File: config.mk
export PLATFORM = sky130hd
export DESIGN_NAME = alu_arb_flat
export DESIGN_NICKNAME = d
export VERILOG_FILES = /design/src/rtl/alu_arb_if.sv /design/src/rtl/alu_arb.sv /design/src/flat_wrapper.sv
export SDC_FILE = /design/constraint.sdc
export NUM_CORES = 1
export LEC_CHECK = 0
export ABC_AREA = 1
export CAP_MARGIN = 20
export CORE_ASPECT_RATIO = 0.5
export CORE_UTILIZATION = 29
export CTS_CLUSTER_DIAMETER = 60
export DETAILED_ROUTE_END_ITERATION = 12
export GPL_TIMING_DRIVEN = 1
export PLACE_DENSITY = 0.78
export SYNTH_ARGS = -nofsm -noshare
export SYNTH_HDL_FRONTEND = slang
export SYNTH_SLANG_ARGS = --single-unit
File: constraint.sdc
create_clock -name clk_i -period 1.1 [get_ports clk_i]
set_input_delay 0.165 -clock clk_i [delete_from_list [all_inputs] [get_ports clk_i]]
set_output_delay 0.165 -clock clk_i [all_outputs]
set_load 0.02 [all_outputs]
File: src/rtl/alu_arb_if.sv
// ============================================================================
// Module      : alu_arb_if
// Description : Request/response/ALU bundle for the two-port ALU arbiter.
// Revision    : 1.0 - initial release
// ============================================================================
`default_nettype none

interface alu_arb_if #(
  parameter int XLEN = 32
);
  logic [1:0]        req_valid_i;
  logic [1:0]        req_ready_o;
  logic [5:0]        req_comp_sel_i;
  logic [1:0]        req_op_0_sel_i;
  logic [5:0]        req_op_1_sel_i;
  logic [2*XLEN-1:0] req_a_data_i;
  logic [2*XLEN-1:0] req_b_data_i;

  logic [1:0]        rsp_valid_o;
  logic [1:0]        rsp_ready_i;
  logic [1:0]        rsp_comp_o;
  logic [2*XLEN-1:0] rsp_data_o;

  logic [2:0]        alu_comp_sel_o;
  logic              alu_op_0_sel_o;
  logic [2:0]        alu_op_1_sel_o;
  logic [XLEN-1:0]   alu_a_data_o;
  logic [XLEN-1:0]   alu_b_data_o;
  logic              alu_comp_i;
  logic [XLEN-1:0]   alu_data_i;

  // Port that won the most recent grant (observability of arbitration state).
  logic              last_grant_o;

  // Requesters, response consumers and the shared ALU all sit on the master side.
  modport master (
    output req_valid_i, req_comp_sel_i, req_op_0_sel_i, req_op_1_sel_i,
           req_a_data_i, req_b_data_i, rsp_ready_i, alu_comp_i, alu_data_i,
    input  req_ready_o, rsp_valid_o, rsp_comp_o, rsp_data_o,
           alu_comp_sel_o, alu_op_0_sel_o, alu_op_1_sel_o,
           alu_a_data_o, alu_b_data_o, last_grant_o
  );

  modport slave (
    input  req_valid_i, req_comp_sel_i, req_op_0_sel_i, req_op_1_sel_i,
           req_a_data_i, req_b_data_i, rsp_ready_i, alu_comp_i, alu_data_i,
    output req_ready_o, rsp_valid_o, rsp_comp_o, rsp_data_o,
           alu_comp_sel_o, alu_op_0_sel_o, alu_op_1_sel_o,
           alu_a_data_o, alu_b_data_o, last_grant_o
  );
endinterface

`default_nettype wire

File: src/rtl/alu_arb.sv
// ============================================================================
// Module      : alu_arb
// Description : Shares one combinational ALU between two requesters, with a
//               registered, backpressured response slot per port.
//               Define ALU_ARB_RR_EN for round-robin contention; otherwise
//               port 0 has fixed priority.
// Revision    : 1.0 - initial release
// ============================================================================
`default_nettype none

module alu_arb #(
  parameter int XLEN = 32
) (
  input  logic      clk_i,
  input  logic      rst_n_i,
  alu_arb_if.slave  bus
);

  logic [1:0]        w_elig;
  logic [1:0]        w_grant;
  logic              r_last_grant;
  logic [1:0]        r_rsp_valid;
  logic [1:0]        r_rsp_comp;
  logic [2*XLEN-1:0] r_rsp_data;

  // A slot being drained this cycle counts as free.
  assign w_elig = bus.req_valid_i & (~r_rsp_valid | bus.rsp_ready_i);

  always_comb begin
    w_grant = w_elig;
    if (&w_elig) begin
`ifdef ALU_ARB_RR_EN
      w_grant = r_last_grant ? 2'b01 : 2'b10;
`else
      w_grant = 2'b01;
`endif
    end
  end

  always_comb begin
    bus.alu_comp_sel_o = '0;
    bus.alu_op_0_sel_o = 1'b0;
    bus.alu_op_1_sel_o = '0;
    bus.alu_a_data_o   = '0;
    bus.alu_b_data_o   = '0;
    if (w_grant[0]) begin
      bus.alu_comp_sel_o = bus.req_comp_sel_i[2:0];
      bus.alu_op_0_sel_o = bus.req_op_0_sel_i[0];
      bus.alu_op_1_sel_o = bus.req_op_1_sel_i[2:0];
      bus.alu_a_data_o   = bus.req_a_data_i[XLEN-1:0];
      bus.alu_b_data_o   = bus.req_b_data_i[XLEN-1:0];
    end else if (w_grant[1]) begin
      bus.alu_comp_sel_o = bus.req_comp_sel_i[5:3];
      bus.alu_op_0_sel_o = bus.req_op_0_sel_i[1];
      bus.alu_op_1_sel_o = bus.req_op_1_sel_i[5:3];
      bus.alu_a_data_o   = bus.req_a_data_i[2*XLEN-1:XLEN];
      bus.alu_b_data_o   = bus.req_b_data_i[2*XLEN-1:XLEN];
    end
  end

  always_ff @(posedge clk_i or negedge rst_n_i) begin
    if (!rst_n_i) begin
      r_last_grant <= 1'b1;
      r_rsp_valid  <= '0;
      r_rsp_comp   <= '0;
      r_rsp_data   <= '0;
    end else begin
      if (|w_grant) begin
        r_last_grant <= w_grant[1];
      end
      for (int n = 0; n < 2; n++) begin
        // A new grant wins over a same-cycle drain, so the slot stays full.
        if (w_grant[n]) begin
          r_rsp_valid[n]               <= 1'b1;
          r_rsp_comp[n]                <= bus.alu_comp_i;
          r_rsp_data[n*XLEN +: XLEN]   <= bus.alu_data_i;
        end else if (r_rsp_valid[n] && bus.rsp_ready_i[n]) begin
          r_rsp_valid[n]               <= 1'b0;
        end
      end
    end
  end

  assign bus.req_ready_o  = w_grant;
  assign bus.rsp_valid_o  = r_rsp_valid;
  assign bus.rsp_comp_o   = r_rsp_comp;
  assign bus.rsp_data_o   = r_rsp_data;
  assign bus.last_grant_o = r_last_grant;

endmodule

`default_nettype wire

File: src/flat_wrapper.sv
// flat-port wrapper written by rule: the top's interface ports become plain ports
module alu_arb_flat 
#(
  parameter int XLEN = 32
)
  (clk_i, rst_n_i, bus_req_valid_i, bus_req_comp_sel_i, bus_req_op_0_sel_i, bus_req_op_1_sel_i, bus_req_a_data_i, bus_req_b_data_i, bus_rsp_ready_i, bus_alu_comp_i, bus_alu_data_i, bus_req_ready_o, bus_rsp_valid_o, bus_rsp_comp_o, bus_rsp_data_o, bus_alu_comp_sel_o, bus_alu_op_0_sel_o, bus_alu_op_1_sel_o, bus_alu_a_data_o, bus_alu_b_data_o, bus_last_grant_o);
  alu_arb_if #(.XLEN(XLEN)) bus_i ();
  input  logic clk_i;
  input  logic rst_n_i;
  input wire logic [$bits(bus_i.req_valid_i)-1:0] bus_req_valid_i;
  input wire logic [$bits(bus_i.req_comp_sel_i)-1:0] bus_req_comp_sel_i;
  input wire logic [$bits(bus_i.req_op_0_sel_i)-1:0] bus_req_op_0_sel_i;
  input wire logic [$bits(bus_i.req_op_1_sel_i)-1:0] bus_req_op_1_sel_i;
  input wire logic [$bits(bus_i.req_a_data_i)-1:0] bus_req_a_data_i;
  input wire logic [$bits(bus_i.req_b_data_i)-1:0] bus_req_b_data_i;
  input wire logic [$bits(bus_i.rsp_ready_i)-1:0] bus_rsp_ready_i;
  input wire logic [$bits(bus_i.alu_comp_i)-1:0] bus_alu_comp_i;
  input wire logic [$bits(bus_i.alu_data_i)-1:0] bus_alu_data_i;
  output wire logic [$bits(bus_i.req_ready_o)-1:0] bus_req_ready_o;
  output wire logic [$bits(bus_i.rsp_valid_o)-1:0] bus_rsp_valid_o;
  output wire logic [$bits(bus_i.rsp_comp_o)-1:0] bus_rsp_comp_o;
  output wire logic [$bits(bus_i.rsp_data_o)-1:0] bus_rsp_data_o;
  output wire logic [$bits(bus_i.alu_comp_sel_o)-1:0] bus_alu_comp_sel_o;
  output wire logic [$bits(bus_i.alu_op_0_sel_o)-1:0] bus_alu_op_0_sel_o;
  output wire logic [$bits(bus_i.alu_op_1_sel_o)-1:0] bus_alu_op_1_sel_o;
  output wire logic [$bits(bus_i.alu_a_data_o)-1:0] bus_alu_a_data_o;
  output wire logic [$bits(bus_i.alu_b_data_o)-1:0] bus_alu_b_data_o;
  output wire logic [$bits(bus_i.last_grant_o)-1:0] bus_last_grant_o;
  assign bus_i.req_valid_i = bus_req_valid_i;
  assign bus_i.req_comp_sel_i = bus_req_comp_sel_i;
  assign bus_i.req_op_0_sel_i = bus_req_op_0_sel_i;
  assign bus_i.req_op_1_sel_i = bus_req_op_1_sel_i;
  assign bus_i.req_a_data_i = bus_req_a_data_i;
  assign bus_i.req_b_data_i = bus_req_b_data_i;
  assign bus_i.rsp_ready_i = bus_rsp_ready_i;
  assign bus_i.alu_comp_i = bus_alu_comp_i;
  assign bus_i.alu_data_i = bus_alu_data_i;
  assign bus_req_ready_o = bus_i.req_ready_o;
  assign bus_rsp_valid_o = bus_i.rsp_valid_o;
  assign bus_rsp_comp_o = bus_i.rsp_comp_o;
  assign bus_rsp_data_o = bus_i.rsp_data_o;
  assign bus_alu_comp_sel_o = bus_i.alu_comp_sel_o;
  assign bus_alu_op_0_sel_o = bus_i.alu_op_0_sel_o;
  assign bus_alu_op_1_sel_o = bus_i.alu_op_1_sel_o;
  assign bus_alu_a_data_o = bus_i.alu_a_data_o;
  assign bus_alu_b_data_o = bus_i.alu_b_data_o;
  assign bus_last_grant_o = bus_i.last_grant_o;
  alu_arb #(.XLEN(XLEN)) u_core (.clk_i(clk_i), .rst_n_i(rst_n_i), .bus(bus_i));
endmodule
### Word-level counts from Yosys, hierarchy flattened

Index checks and enable logic that the tools add are counted.

* input bits: 181
* logic and storage cells: 31
* output and inout port bits: 142
* register bits after elaboration: 69

* bitwise gates (word level): 3
* mux-type cells: 15
* reductions and logical operators: 6

Operator list (number)
* 32-bit two-way mux: 4
* 3-bit two-way mux: 4
* 1-bit two-way mux: 6
* 2-bit nonzero test: 2
* 2-bit bitwise AND: 1
* 1-bit logical AND: 2
* 2-bit two-way mux: 1
* 2-bit NOT: 1
* 2-bit OR: 1
* 2-bit AND reduction: 1
* 2-bit OR reduction: 1

### Longest topological paths before layout

* depth in word-level cells: 7
* gate-level depth with buffers: 8
* gate-level depth less buffers: 6

### Least setup slack after synthesis

Ideal clock, no wire load.

* path type: flip-flop to output port
* from: register u_core.r_rsp_valid[1], in the netlist u_core.bus.rsp_valid_o[1]
* to: output bus_alu_a_data_o[14]
* cell stages (with the launch flop): 6
* arrival: 1.273 ns
* slack: -0.338 ns
* buffers on the path: 2
* data required time: 0.935 ns
* cells stage by stage: dfrtp_1 > a21oi_4 > buf_4 > buf_2 > nand3_1 > nand2_1

* word-level cells in the longest chain between the ends: 7

Ends and longest elaborated chain
* start: declaration: line alu_arb.sv:22 `logic [1:0] r_rsp_valid;`
* start signal: assignment: line alu_arb.sv:64 `r_rsp_valid <= '0;`
* start signal: indexed assignment: line alu_arb.sv:74 `r_rsp_valid[n] <= 1'b1;`
* start signal: indexed assignment: line alu_arb.sv:78 `r_rsp_valid[n] <= 1'b0;`
* 2-bit NOT (*): line alu_arb.sv:27 `assign w_elig = bus.req_valid_i & (~r_rsp_valid | bus.rsp_ready_i);`
* 2-bit OR (*): line alu_arb.sv:27
* 2-bit bitwise AND (*): line alu_arb.sv:27
* 2-bit AND reduction: line alu_arb.sv:31 `if (&w_elig) begin`
* 2-bit two-way mux (*): line alu_arb.sv:31
* 32-bit two-way mux: line alu_arb.sv:52 `end else if (w_grant[1]) begin`
* 32-bit two-way mux (*): line alu_arb.sv:46 `if (w_grant[0]) begin`
* end: declaration: line flat_wrapper.sv:26 `output wire logic [$bits(bus_i.alu_a_data_o)-1:0] bus_alu_a_data_o;`

Mark *: on every way between the ends. The rest lies on a longest branch, timed or not.

### Worst setup path in the final report

* from: register u_core.r_rsp_valid[0], in the netlist u_core.bus.rsp_valid_o[0]
* to: output bus_alu_op_0_sel_o

* word-level cells in the longest chain between the ends: 7

Ends and longest elaborated chain
* 2-bit NOT (*): line alu_arb.sv:27
* 2-bit OR (*): line alu_arb.sv:27
* 2-bit bitwise AND (*): line alu_arb.sv:27
* 2-bit AND reduction: line alu_arb.sv:31
* 2-bit two-way mux (*): line alu_arb.sv:31
* 1-bit two-way mux: line alu_arb.sv:52
* 1-bit two-way mux (*): line alu_arb.sv:46
* end: declaration: line flat_wrapper.sv:24 `output wire logic [$bits(bus_i.alu_op_0_sel_o)-1:0] bus_alu_op_0_sel_o;`

Marked as above.

==> flow_metrics.env <==
export IMPL_coreArea_sq_um=12090
export IMPL_finalMaxSlewViolations=0
export IMPL_path_class="reg -> out"
export IMPL_critical_path_max_fanout=8
export IMPL_power_density_nw_per_um2=1234
export IMPL_route_detailed_wl_per_inst_um=22.22
export IMPL_area_growth_syn_to_layout_pct=158.2
export IMPL_syn_num_nets=715
export IMPL_holdCritPathClass="in -> async"
export IMPL_mappedNetlistArea_sq_um=3684
export IMPL_rsz_0062_raised_after_global_routing="yes"
export IMPL_fin_util_pct=78.70
export IMPL_finish_net_count=1100
export IMPL_crit_end="bus_alu_op_0_sel_o"
export IMPL_fp_dieH_um=81.70
export IMPL_timing_hold_violations_final=0
export IMPL_io_pins=323
export IMPL_yosys_area_share_adder_pct=0
export IMPL_post_route_worst_setup_slack_ps=-716.5
export IMPL_vias_in_the_first_global_route=5133
export IMPL_timing_clock_skew_ps=3.703
export IMPL_grt_start_max_net_pins=39
export IMPL_global_route_overflow_total=0
export IMPL_antenna_cells_inserted=0
export IMPL_synthesis_instances=534
export IMPL_status="finished, violations left"
export IMPL_vias=5722
export IMPL_holdWs_ps=193.5
export IMPL_critPathLaunchType="flip-flop"
export IMPL_reg2regPathDepth=11
export IMPL_insertion_delay_ps=330
export IMPL_cp_end_kind="primary output"
export IMPL_report_final_setup_viol=150
export IMPL_placer_congestion_estimate=0.7889
export IMPL_timing_max_cap_violations=0
export IMPL_crit_path_start="u_core.bus.rsp_valid_o[0]$_DFFE_PN0P_"
export IMPL_drt_antenna_violating_nets=0
export IMPL_irDropWorstVdd_v=0.001174
export IMPL_routed_wirelength_um=24200
export IMPL_clock_sinks=69
export IMPL_clk_pin_slew_worst_paths_ps=60
export IMPL_post_route_period_util_pct=165.1
export IMPL_setup_reg_to_reg_worst_slack_ps=-570
export IMPL_die_width_um=161.4
export IMPL_clk_root_buffer_cell="clkbuf_16"
export IMPL_synth_compound_gate_area_share_pct=0.4416
export IMPL_worst_slew_pin_tran_ps=371.3
export IMPL_required_ps=940
export IMPL_netlist_top_cell_by_area="dfrtp_1"
export IMPL_r2r_start="u_core.bus.rsp_valid_o[0]$_DFFE_PN0P_"
export IMPL_grt_pass1_wl_um=28430
export IMPL_timing_critical_path_arrival_ps=1650
export IMPL_place_port_buffers=322
export IMPL_min_period_ps=1816
export IMPL_ys_seq_elements=69
export IMPL_timing_rr_end="u_core.bus.rsp_data_o[8]$_DFFE_PN0P_"
export IMPL_die_footprint_sq_um=13180
export IMPL_num_rows=28
export IMPL_synth_top_family_by_area="simple AND/OR/NAND/NOR gates"
export IMPL_synth_xor_area_share_pct=0
export IMPL_cts_tree="built"
export IMPL_global_route_usage_total_pct=28.59
export IMPL_synth_simple_gate_area_share_pct=46.37
export IMPL_timing_fmax_ghz=0.5505
export IMPL_drt_drc_violations_left=0
export IMPL_synth_top_area_share_pct=46.20
export IMPL_seq_area_frac_synth_pct=46.91
export IMPL_worst_slew_margin_pct=75.25
export IMPL_syn_mean_instance_area_sq_um=6.898
export IMPL_htreeDepth=3
export IMPL_routed_via_density=5.254
export IMPL_dpl_hpwl_um=12750
export IMPL_synthDistinctLibCells=12
export IMPL_totalPowerFinal_mw=11.74
export IMPL_cts_buffer_depth=2
export IMPL_synth_top_cells_by_area="dfrtp_1, nand2_1, nand3_1"
export IMPL_cellLeakagePower_nw=4.853
export IMPL_antenna_found_initial=0
export IMPL_initial_utilization_pct=30.48
export IMPL_synth_warning_count=0
export IMPL_synth_mux_area_fraction_pct=0
export IMPL_drtPass1Iterations=4
export IMPL_violations_in_the_final_reports="setup timing"
export IMPL_drive_above_1_share_pct=46.75
export IMPL_drt_first_iter_violations=381
export IMPL_cts_buffers_inserted=9
critical path: stages, from the launching register on:
cell	delay, ps
dfrtp_2	430
nand2_4	110
nand2_8	110
inv_12	120
buf_12	110
clkbuf_16	160
nand2_1	70
nand2_2	90
buf_6	120
cells in the mapped netlist:
master    instances
a21oi_4           1
buf_1             2
buf_2            20
buf_4            10
clkbuf_1          8
dfrtp_1          68
dfstp_2           1
inv_1             3
inv_2             2
nand2_1         313
nand2_2           2
nand3_1         104
logic make-up after synthesis:
kind of cell | count (synthesis)
simple gates | 419
flops | 69
buf+inv | 45
compound gates | 1
what timing repair did:
action / in CTS / in global routing
setup buffers: 20 / 19
hold endpoints to repair: 68 / 0
hold buffers: 1 / 0
gates cloned: 16 / 19
endpoints found under the setup margin: 210 / 196
pin swaps: 13 / 35
resized for setup: 562 / 249
how the worst min path moves through the flow:
| stage | slack, ps | end |
|---|---|---|
| after detailed placement | -5 | u_core.bus.rsp_data_o[2]$_DFFE_PN0P_ |
| after floorplan | -130 | u_core.bus.rsp_comp_o[0]$_DFFE_PN0P_ |
| final | 190 | u_core.bus.rsp_data_o[2]$_DFFE_PN0P_ |
| after global routing | 200 | u_core.bus.rsp_data_o[2]$_DFFE_PN0P_ |
| after CTS | 170 | u_core.bus.rsp_data_o[2]$_DFFE_PN0P_ |
| after global placement | -8 | u_core.bus.rsp_data_o[10]$_DFFE_PN0P_ |
stage by stage:
| stage | instances | area (sq um) | setup WS [ps] | setup TNS, ps |
|---|---|---|---|---|
| floorplan | 534 | 4058 | -197.8 | -15720 |
| detailed placement | 1005 | 7406 | -1042 | -117100 |
| global route | 1089 | 9512 | -761.7 | -81800 |
| global placement | 1005 | 7406 | -1018 | -112580 |
| finish | 1089 | 9512 | -716.5 | -75670 |
| CTS | 1057 | 8673 | -684.9 | -87060 |
power by group:
part	internal [mW]	switching (mW)
logic	2.70	2.88
registers	2.95	0.272
clock network	1.76	1.17
total	7.41	4.32
sequential cells by signal (all words and copies together), names as in the netlist:
name and count:
u_core.bus.last_grant_o 1, u_core.bus.rsp_valid_o 2, u_core.bus.rsp_data_o 64, u_core.bus.rsp_comp_o 2
cells in the final DEF (no fill, tap or decap):
| master | count |
|---|---|
| clkinvlp_4 | 2 |
| clkinv_2 | 2 |
| buf_2 | 15 |
| clkbuf_2 | 38 |
| dlygate4sd3_1 | 1 |
| inv_2 | 2 |
| buf_6 | 94 |
| dfstp_2 | 1 |
| dlymetal6s2s_1 | 13 |
| bufinv_16 | 1 |
| nand2_2 | 104 |
| clkdlybuf4s50_1 | 179 |
| inv_6 | 2 |
| buf_12 | 21 |
| nand2_8 | 1 |
| nand2_1 | 172 |
| dfrtp_2 | 2 |
| dfrtp_1 | 66 |
| nand3_4 | 6 |
| nand3_1 | 59 |
| nand2_4 | 38 |
| clkbuf_16 | 23 |
| buf_8 | 7 |
| nand3_2 | 39 |
| buf_4 | 18 |
| inv_12 | 1 |
| a21oi_4 | 1 |
| bufbuf_16 | 2 |
| inv_1 | 2 |
| buf_16 | 12 |
cell type report:
class	count	area, sq um
well taps	165	206.4
clock inverters	7	72.57
multi-input cells	420	2551
inverters	5	31.28
clock buffers	9	225.2
repair buffers	414	4695
flip-flops and latches	69	1730
fillers	712	2575
layer usage:
layer | track usage (%) | wire length, um
met2 | 51.55 | 12270
met4 | 11.51 | 1204
met3 | 4.899 | 1792
met5 | 0 | 0
met1 | 34.64 | 8927
Note: power is estimated with default switching activity, not from simulation.
